==> src/rtl/fetch_queue.sv <==
// fetch_queue: instruction-fetch front end with a DEPTH-entry prefetch buffer.
// Keeps up to DEPTH fetches in flight, buffers returned words with their PCs,
// and discards stale responses after an execute-stage redirect.
//
// Handshakes: a transfer happens on a rising edge where valid && ready are both
// high. Valid never depends on the ready of the same channel. The memory
// response channel has no ready: the credit rule (outstanding + buffered never
// exceeds DEPTH) guarantees a free entry for every response that is kept.
module fetch_queue #(
  parameter int              XLEN     = 32,
  parameter int              DEPTH    = 4,
  parameter logic [XLEN-1:0] RESET_PC = 32'h8000_0000
) (
  input  logic                       clk,
  input  logic                       reset,
  output logic                       imem_req_valid,
  input  logic                       imem_req_ready,
  output logic [XLEN-1:0]            imem_addr,
  input  logic                       imem_rsp_valid,
  input  logic [XLEN-1:0]            imem_rsp_data,
  input  logic                       redirect_valid,
  input  logic [XLEN-1:0]            redirect_pc,
  output logic                       instr_valid,
  input  logic                       instr_ready,
  output logic [XLEN-1:0]            instr_data,
  output logic [XLEN-1:0]            instr_pc,
  output logic [$clog2(DEPTH+1)-1:0] fq_count
);

  localparam int CW = $clog2(DEPTH + 1);
  localparam int PW = $clog2(DEPTH);
  localparam logic [CW:0] DepthW = (CW + 1)'(DEPTH);

  logic [XLEN-1:0] fetchPc;
  logic [XLEN-1:0] respPc;
  logic [CW-1:0]   outstanding;
  logic [CW-1:0]   dropCnt;
  logic [CW-1:0]   count;
  logic [PW-1:0]   rdPtr;
  logic [PW-1:0]   wrPtr;
  logic [XLEN-1:0] bufData [DEPTH];
  logic [XLEN-1:0] bufPc   [DEPTH];

  logic            issueFire;
  logic            rspWrite;
  logic            popFire;
  logic [CW:0]     creditUsed;
  logic [CW-1:0]   rspIn;
  logic [XLEN-1:0] redirectAligned;

  assign creditUsed      = {1'b0, outstanding} + {1'b0, count};
  assign rspIn           = CW'(imem_rsp_valid);
  assign redirectAligned = {redirect_pc[XLEN-1:2], 2'b00};

  // Requests are held off during reset, on redirect, while stale responses
  // are still being drained, and whenever every credit is in use.
  assign imem_req_valid = !reset && !redirect_valid && (creditUsed < DepthW) &&
                          (dropCnt == '0);
  assign imem_addr      = fetchPc;

  assign instr_valid = (count != '0) && !redirect_valid;
  assign instr_data  = bufData[rdPtr];
  assign instr_pc    = bufPc[rdPtr];
  assign fq_count    = count;

  assign issueFire = imem_req_valid && imem_req_ready;
  // A response is kept only when nothing stale is pending and no redirect is
  // flushing the buffer in the same cycle.
  assign rspWrite  = imem_rsp_valid && (dropCnt == '0) && !redirect_valid;
  assign popFire   = instr_valid && instr_ready;

  // Control state: PCs, credit/drop counters, occupancy and pointers.
  always_ff @(posedge clk or posedge reset) begin
    if (reset) begin
      fetchPc     <= RESET_PC;
      respPc      <= RESET_PC;
      outstanding <= '0;
      dropCnt     <= '0;
      count       <= '0;
      rdPtr       <= '0;
      wrPtr       <= '0;
    end else if (redirect_valid) begin
      // Everything in flight becomes stale; the response arriving now is
      // discarded directly, so it is not counted in the new drop value.
      fetchPc     <= redirectAligned;
      respPc      <= redirectAligned;
      outstanding <= outstanding - rspIn;
      dropCnt     <= outstanding - rspIn;
      count       <= '0;
      rdPtr       <= '0;
      wrPtr       <= '0;
    end else begin
      outstanding <= outstanding + CW'(issueFire) - rspIn;
      count       <= count + CW'(rspWrite) - CW'(popFire);
      if (issueFire) fetchPc <= fetchPc + XLEN'(4);
      if (imem_rsp_valid && (dropCnt != '0)) dropCnt <= dropCnt - CW'(1);
      if (rspWrite) begin
        wrPtr  <= wrPtr + PW'(1);
        respPc <= respPc + XLEN'(4);
      end
      if (popFire) rdPtr <= rdPtr + PW'(1);
    end
  end

  // Buffer storage: cleared on reset so the head outputs read as zero.
  always_ff @(posedge clk or posedge reset) begin
    if (reset) begin
      for (int i = 0; i < DEPTH; i++) begin
        bufData[i] <= '0;
        bufPc[i]   <= '0;
      end
    end else if (rspWrite) begin
      bufData[wrPtr] <= imem_rsp_data;
      bufPc[wrPtr]   <= respPc;
    end
  end

endmodule

==> config.mk <==
export PLATFORM = sky130hd
export DESIGN_NAME = fetch_queue
export DESIGN_NICKNAME = d
export VERILOG_FILES = /design/src/rtl/fetch_queue.sv
export SDC_FILE = /design/constraint.sdc
export NUM_CORES = 1
export LEC_CHECK = 0
export CAP_MARGIN = 0
export CORE_MARGIN = 2
export CORE_UTILIZATION = 40
export CTS_BUF_LIST = sky130_fd_sc_hd__clkbuf_16
export DETAILED_ROUTE_END_ITERATION = 8
export HOLD_SLACK_MARGIN = 0.06
export PLACE_DENSITY = 0.69
export SLEW_MARGIN = 20
export SYNTH_ARGS = -nofsm -noshare
export SYNTH_HDL_FRONTEND = slang
export SYNTH_SLANG_ARGS = --single-unit
export TNS_END_PERCENT = 50
==> constraint.sdc <==
create_clock -name clk -period 24.5 [get_ports clk]
set_input_delay 7.35 -clock clk [delete_from_list [all_inputs] [get_ports clk]]
set_output_delay 7.35 -clock clk [all_outputs]
set_load 0.1 [all_outputs]
==> summary.md, run 1 <==
| Metric | Value |
|---|---|
| Vias | 9530 |
| Iteration-0 DRC count of the detailed router | 524 |
| Multi-input logic area | 6510 um^2 |
| Crit Path Category | input pin to primary output |
| Die area | 38900 um^2 |
| Post-DR vias/cell | 5.53 |
| Cts bufs inserted | 37 |
| Row count | 70 |
| Final ANT Viol Nets | 0 |
| Setup_tns | 0 ns |
| Synth area leaders | dfrtp_1 (53%), mux2_2 (18%), mux4_2 (9.4%) |
| Worst path most repeated cell | clkdlybuf4s50_1 |
| Most frequent cells in the layout | dfrtp_1 (317), mux2_2 (241), clkdlybuf4s50_1 (163) |
| Family with the most delay on the worst path | buffers and inverters |
| Final Critical Period | 16.86 ns |
| Cts hold-fix bufs | 0 |
| Hold Vio Cnt, Final | 0 |
| Most common cell after layout, fill and taps aside | dfrtp_1 |
| Crit Path Max Fanout | 3 |
| Worst-path clk slew | 0.06 ns |
| Pin count of the biggest net entering global routing | 98 |
| Cells after Synth | 1085 |
| Drt drc | 0 |
| Arr. time, crit path | 9.51 ns |
| Cell Pwr Density | 125 nW/um^2 |
| Register area | 8040 um^2 |
| Share of cells above drive strength 1 | 0.309 |
| Crit path max-delay cell type | clkdlybuf4s50_1 |
| CP Launch Type | input pin |
| Fill cell count | 3215 |
| EDFF count, synth | 0 |
| Hold depth | 2 |
| Cell count of the worst reg-to-reg path | 12 |
| Post-Syn Area per Cell | 13.8 um^2 |
| Max incr delay on CP | 1.15 ns |
| # resized after CTS | 0 |
| Area leader, netlist | dfrtp_1 |
| CP required | 17.15 ns |
| Wire length per cell | 19.9 um |
| HP Start | bufPc[78] |
| Hpwl dp | 21.8 mm |
| Most used flip-flop cell after synthesis | dfrtp_1 |
| Slew HR | 0.262 |
| Tightest Pin Transition | 1.10 ns |
| Chip height | 197 um |
| Hold Path End | bufPc[78] |
| Die extent in x | 197 um |
| Post-CTS setup buffer count | 0 |
| Drt pass-1 iters | 4 |
| Worst skew pair latency | 0.52 ns |
| #FFs+latches synth | 321 |
| Worst setup EP type | primary output |
| Clock Path Buffers | 3 |
| Period utilization | 0.688 |
| Syn-to-layout area delta | 21.8% |
| Overall power | 2.26 mW |
| Flop2flop setup slack | 21.36 ns |
| Status | completed |
| Final setup viols | 0 |
| Fin. max-slew vios | 0 |
| # nets final | 1315 |
| Final WL | 34.3 mm |
| First-pass GRT wire length | 55.4 mm |
| TritonCTS sink count | 321 |
| Worst R2R Start | fq_count[2] |
| Maxcap violations | 0 |
| Count of different cell masters after synthesis | 56 |
| Worst Hold Class | flop to flop |
| Global route overflow | 0 |
| Worst path cell trace | clkdlybuf4s50_1 > nor3_1 > and3_1 > clkdlybuf4s50_1 |
| Worst setup path startpoint | reset |
| Maximum clock rate | 59.3 MHz |
| Final estimated routing congestion in global placement | 0.840 |
| Core area | 36700 um^2 |
| Vias in the first global route | 10200 |
| Clock Skew | 0.0148 ns |
| Register area share after synthesis | 0.538 |
| Post-Syn Area | 14900 um^2 |
| CTS tree | done |
| Asr flop ratio synth | 1.00 |
| Global-route usage over all layers | 0.180 |
| Initial antenna violation count | 0 |
| # port buffers | 164 |
| Unrepaired setup endpoints after global routing | false |
| N_diodes | 0 |
| Root Driver | clkbuf_16 |
| Initial Utilization | 0.407 |
| CTS H-tree depth | 2 |
| Peak supply drop | 0.0825 mV |
| Area share of the leading cell type in the synthesized netlist | 0.535 |
| Leakage | 8.16 nW |
| Synth warnings | 0 |
| Buf+Inv Stages, Crit Path | 2 |
| Worst reg2reg endpoint | outstanding[2] |
| I/O pin cnt | 171 |
==> metrics by stage <==
step,hold WS [ns],cells,setup slack [ns],util,area [um^2]
after floorplan,0.445,1088,7.95,-,14900
after global placement,0.456,1656,7.64,0.461,16900
after detailed placement,0.470,1656,7.66,0.461,16900
after CTS,0.483,1722,7.64,0.495,18200
after global routing,0.506,1722,7.52,0.495,18200
final,0.485,1722,7.64,0.495,18200
==> metal layers <==
layer | vias to the layer above | track usage | part of all wire
li1 | 4285 | - | -
met1 | 4896 | 0.246 | 0.45
met2 | 297 | 0.293 | 0.47
met3 | 52 | 0.0381 | 0.058
met4 | 0 | 0.0468 | 0.021
met5 | - | 0 | 0
==> tightest hold or removal path: cells and delay by family (launching register included) <==
family,cells,cell delay [ns]
AO/OA/AOI/OAI,1,0.06
flip-flops,1,0.34
AND/OR/NAND/NOR,1,0.05
==> flip-flops by register name, summed over array words and instances, names as in the netlist <==
| signal | count |
|---|---|
| imem_addr | 30 |
| fq_count | 3 |
| bufPc | 120 |
| respPc | 30 |
| outstanding | 3 |
| bufData | 128 |
| dropCnt | 3 |
| rdPtr | 2 |
| wrPtr | 2 |
==> area by class of cell <==
class                      count  share of cell area
clock inverter                27              0.0151
tap                          468              0.0322
multi-input combinational    674               0.358
inverter                      20             0.00454
timing repair buffer         173              0.0942
clock buffer                  39              0.0537
sequential                   321               0.442
==> synthesized netlist by cell type, types with 2 or more instances <==
master / n
dfrtp_1: 319
mux2_2: 241
nand2_1: 63
mux4_2: 62
o21ai_0: 48
buf_2: 40
nor2_1: 30
nand3_1: 29
clkbuf_1: 23
nand4_1: 22
xor2_1: 20
inv_1: 19
xnor2_1: 18
ha_1: 16
o211ai_1: 12
o311ai_0: 11
and3_1: 10
a21oi_1: 9
nor3_1: 9
and4_1: 7
a31oi_1: 5
buf_4: 5
o21ai_1: 5
or3_1: 5
a41oi_1: 4
buf_1: 4
nor2b_1: 4
and2_1: 3
mux2i_1: 3
nand2b_1: 3
o311ai_1: 3
or4_1: 3
a21o_1: 2
dfstp_2: 2
fa_1: 2
nand3b_1: 2
nor4_4: 2
o31ai_1: 2
==> worst max path at each step <==
stage	slack, ns	to	cells past startpoint
2_1_floorplan	7.95	instr_valid	4
3_3_place_gp	7.64	imem_req_valid	4
3_5_place_dp	7.66	imem_req_valid	4
4_1_cts	7.64	imem_req_valid	4
5_1_grt	7.52	imem_req_valid	4
6_report	7.64	imem_req_valid	4
==> where the power goes <==
part	total (mW)	internal [mW]	switching, mW
registers	0.701	0.627	0.0734
clock network	0.564	0.350	0.214
logic	1.00	0.302	0.698
==> kinds of logic after synthesis <==
family | share of synthesized area
other | 0.000251
AOI/OAI and AO/OA | 0.0443
DFF | 0.538
and+or+nand+nor | 0.0731
muxes | 0.277
adders and majority gates | 0.0161
buffers and inverters | 0.0281
xor gates and xnor gates | 0.0223
(Power assumes the default switching activity.)
==> inputs of run 2 (changes only) <==
--- a/config.mk
+++ b/config.mk
@@ -11,7 +11,7 @@
 export CTS_BUF_LIST = sky130_fd_sc_hd__clkbuf_16
 export DETAILED_ROUTE_END_ITERATION = 8
 export HOLD_SLACK_MARGIN = 0.06
-export PLACE_DENSITY = 0.69
+export PLACE_DENSITY = 0.71
 export SLEW_MARGIN = 20
 export SYNTH_ARGS = -nofsm -noshare
 export SYNTH_HDL_FRONTEND = slang
==> constraint.sdc (replaced) <==
create_clock -name clk -period 13.8 [get_ports clk]
set_input_delay 4.14 -clock clk [delete_from_list [all_inputs] [get_ports clk]]
set_output_delay 4.14 -clock clk [all_outputs]
set_load 0.1 [all_outputs]
==> run 2 against run 1 <==
Effect of this change: total power is 72% higher; sequential share of layout area is 0.46 points higher; clock power is 56% higher; highest routed layer unchanged; sequential power is 77% higher; non-clock buffer count is 2 higher; register-to-register slack worse by 11 ns; die area stayed put; global-route usage is 0.23 points higher; clock skew is 0.0035 ns higher.
==> summary.md, run 2 (synthesized netlist as in run 1, its figures left out) <==
| Metric | Value |
|---|---|
| Status | completed |
| Global-route usage over all layers | 0.182 (+0.00229) |
| Chip height | 197 um (unchanged) |
| Drt drc | 0 (unchanged) |
| Worst skew pair latency | 0.52 ns (about the same) |
| Crit Path Max Fanout | 3 (unchanged) |
| Worst-path clk slew | 0.06 ns (about the same) |
| Wire length per cell | 20.1 um (+0.91%) |
| CP required | 9.66 ns (-7.49 ns) |
| Initial Utilization | 0.407 (unchanged) |
| Cts hold-fix bufs | 0 (unchanged) |
| N_diodes | 0 (unchanged) |
| Period utilization | 0.756 |
| Final setup viols | 0 (unchanged) |
| Crit Path Category | input pin to primary output |
| Pin count of the biggest net entering global routing | 109 (+11%) |
| Most flops, register | bufData |
| Hpwl dp | 22.3 mm (+2.3%) |
| Cts bufs inserted | 36 (-2.7%) |
| Global route overflow | 0 (unchanged) |
| Overall power | 3.90 mW (+72%) |
| Post-DR vias/cell | 5.59 (+1.1%) |
| I/O pin cnt | 171 (unchanged) |
| CTS tree | done |
| Die extent in x | 197 um (unchanged) |
| Cell Pwr Density | 217 nW/um^2 (+74%) |
| Syn-to-layout area delta | 20.6% |
| Worst setup EP type | primary output |
| Root Driver | clkbuf_16 |
| Die area | 38900 um^2 (unchanged) |
| Buf+Inv Stages, Crit Path | 2 (unchanged) |
| # resized after CTS | 0 (unchanged) |
| Max incr delay on CP | 1.14 ns (about the same) |
| Clock Path Buffers | 3 (unchanged) |
| Final ANT Viol Nets | 0 (unchanged) |
| # port buffers | 164 (unchanged) |
| Share of cells above drive strength 1 | 0.304 (-0.00478) |
| CP Launch Type | input pin |
| Max reg flops | 128 (unchanged) |
| Smallest setup slack after layout | 3.36 ns (-4.28 ns) |
| Most frequent cells in the layout | dfrtp_1 (317), mux2_2 (241), clkdlybuf4s50_1 (163) |
| Arr. time, crit path | 6.30 ns (-3.21 ns) |
| Vias in the first global route | 10000 (-1.3%) |
| Crit path max-delay cell type | clkdlybuf4s50_1 |
| Hold Vio Cnt, Final | 0 (unchanged) |
| Worst Hold Slack | 0.482 ns (-0.00316 ns) |
| Worst path most repeated cell | clkdlybuf4s50_1 |
| # nets final | 1316 (+0.076%) |
| Fin. max-slew vios | 0 (unchanged) |
| First-pass GRT wire length | 55.9 mm (+0.82%) |
| Worst path cell trace | clkdlybuf4s50_1 > nor3_1 > and3_1 > clkdlybuf4s50_1 |
| Drt pass-1 iters | 5 (+1) |
| Worst Hold Class | flop to flop |
| Leakage | 8.07 nW (-1.1%) |
| Family with the most delay on the worst path | buffers and inverters |
| Initial antenna violation count | 1 (+1) |
| Clock Skew | 0.0182 ns (+0.00346 ns) |
| Final Critical Period | 10.44 ns |
| Tightest Pin Transition | 1.15 ns (+0.0470 ns) |
| Unrepaired setup endpoints after global routing | false |
| Maximum clock rate | 95.8 MHz |
| Setup_tns | 0 ns (unchanged) |
| TritonCTS sink count | 321 (unchanged) |
| Peak supply drop | 0.139 mV (+69%) |
| Dpl ws | 3.36 ns (-4.30 ns) |
| Core area | 36700 um^2 (unchanged) |
| Row count | 70 (unchanged) |
| Final WL | 34.6 mm (+0.91%) |
| Vias | 9632 (+1.1%) |
| Most common cell after layout, fill and taps aside | dfrtp_1 |
| Biggest regs | bufData: 128 flops, bufPc: 120 flops |
| Final estimated routing congestion in global placement | 0.834 (-0.66%) |
| CTS H-tree depth | 2 (unchanged) |
| Post-CTS setup buffer count | 0 (unchanged) |
| Fill cell count | 3185 (-0.93%) |
| Slew HR | 0.230 (-0.0314) |
| Iteration-0 DRC count of the detailed router | 552 (+5.3%) |
| Maxcap violations | 0 (unchanged) |
[run 2: final timing paths]
kind	start	endpoint	slack, ns	depth (start not counted)
hold / removal	bufPc[14]	bufPc[14]	0.48	2
hold reg to reg	bufPc[14]	bufPc[14]	0.48	2
min in group asynchronous	reset	fq_count[2]	4.18	2
setup / recovery	reset	imem_req_valid	3.36	4
max in group asynchronous	reset	bufData[34]	7.22	4
setup reg to reg	fq_count[2]	outstanding[2]	10.34	11
[run 2: power breakdown]
group	internal, mW	leakage (nW)	switching [mW]
registers	1.11	4.24	0.131
logic	0.535	3.26	1.24
clock network	0.503	0.580	0.379
total	2.15	8.07	1.75
[run 2: layout make-up]
class	count	area (um^2)	share of cell area
Clock buffer	37	926	0.0515
Clock inverter	27	145	0.00807
Inverter	20	82.6	0.00459
Multi-Input combinational cell	674	6490	0.361
Sequential cell	321	8040	0.447
Tap cell	468	586	0.0325
Timing Repair Buffer	175	1720	0.0955
[run 2: through the flow]
stage	util	std cells	instance area, um^2
after floorplan	-	1088	14900
after global placement	0.461	1658	16900
after detailed placement	0.461	1658	16900
after CTS	0.490	1722	18000
after global routing	0.490	1722	18000
final	0.490	1722	18000
[run 2: metal layers]
metal  global-route usage  vias to the layer above  routed length [um]
met1                0.253                     5019               15600
met4               0.0473                        0                 781
met3               0.0359                       48                2140
met5                    0                        -                   0
li1                     -                     4277                   -
met2                0.293                      288               16100
[run 2: tightest hold or removal path, delay by kind of cell, from the launching register on]
kind / cells / cell delay (ns)
AO/OA/AOI/OAI: 1 / 0.06
flip-flops: 1 / 0.34
AND/OR/NAND/NOR: 1 / 0.05
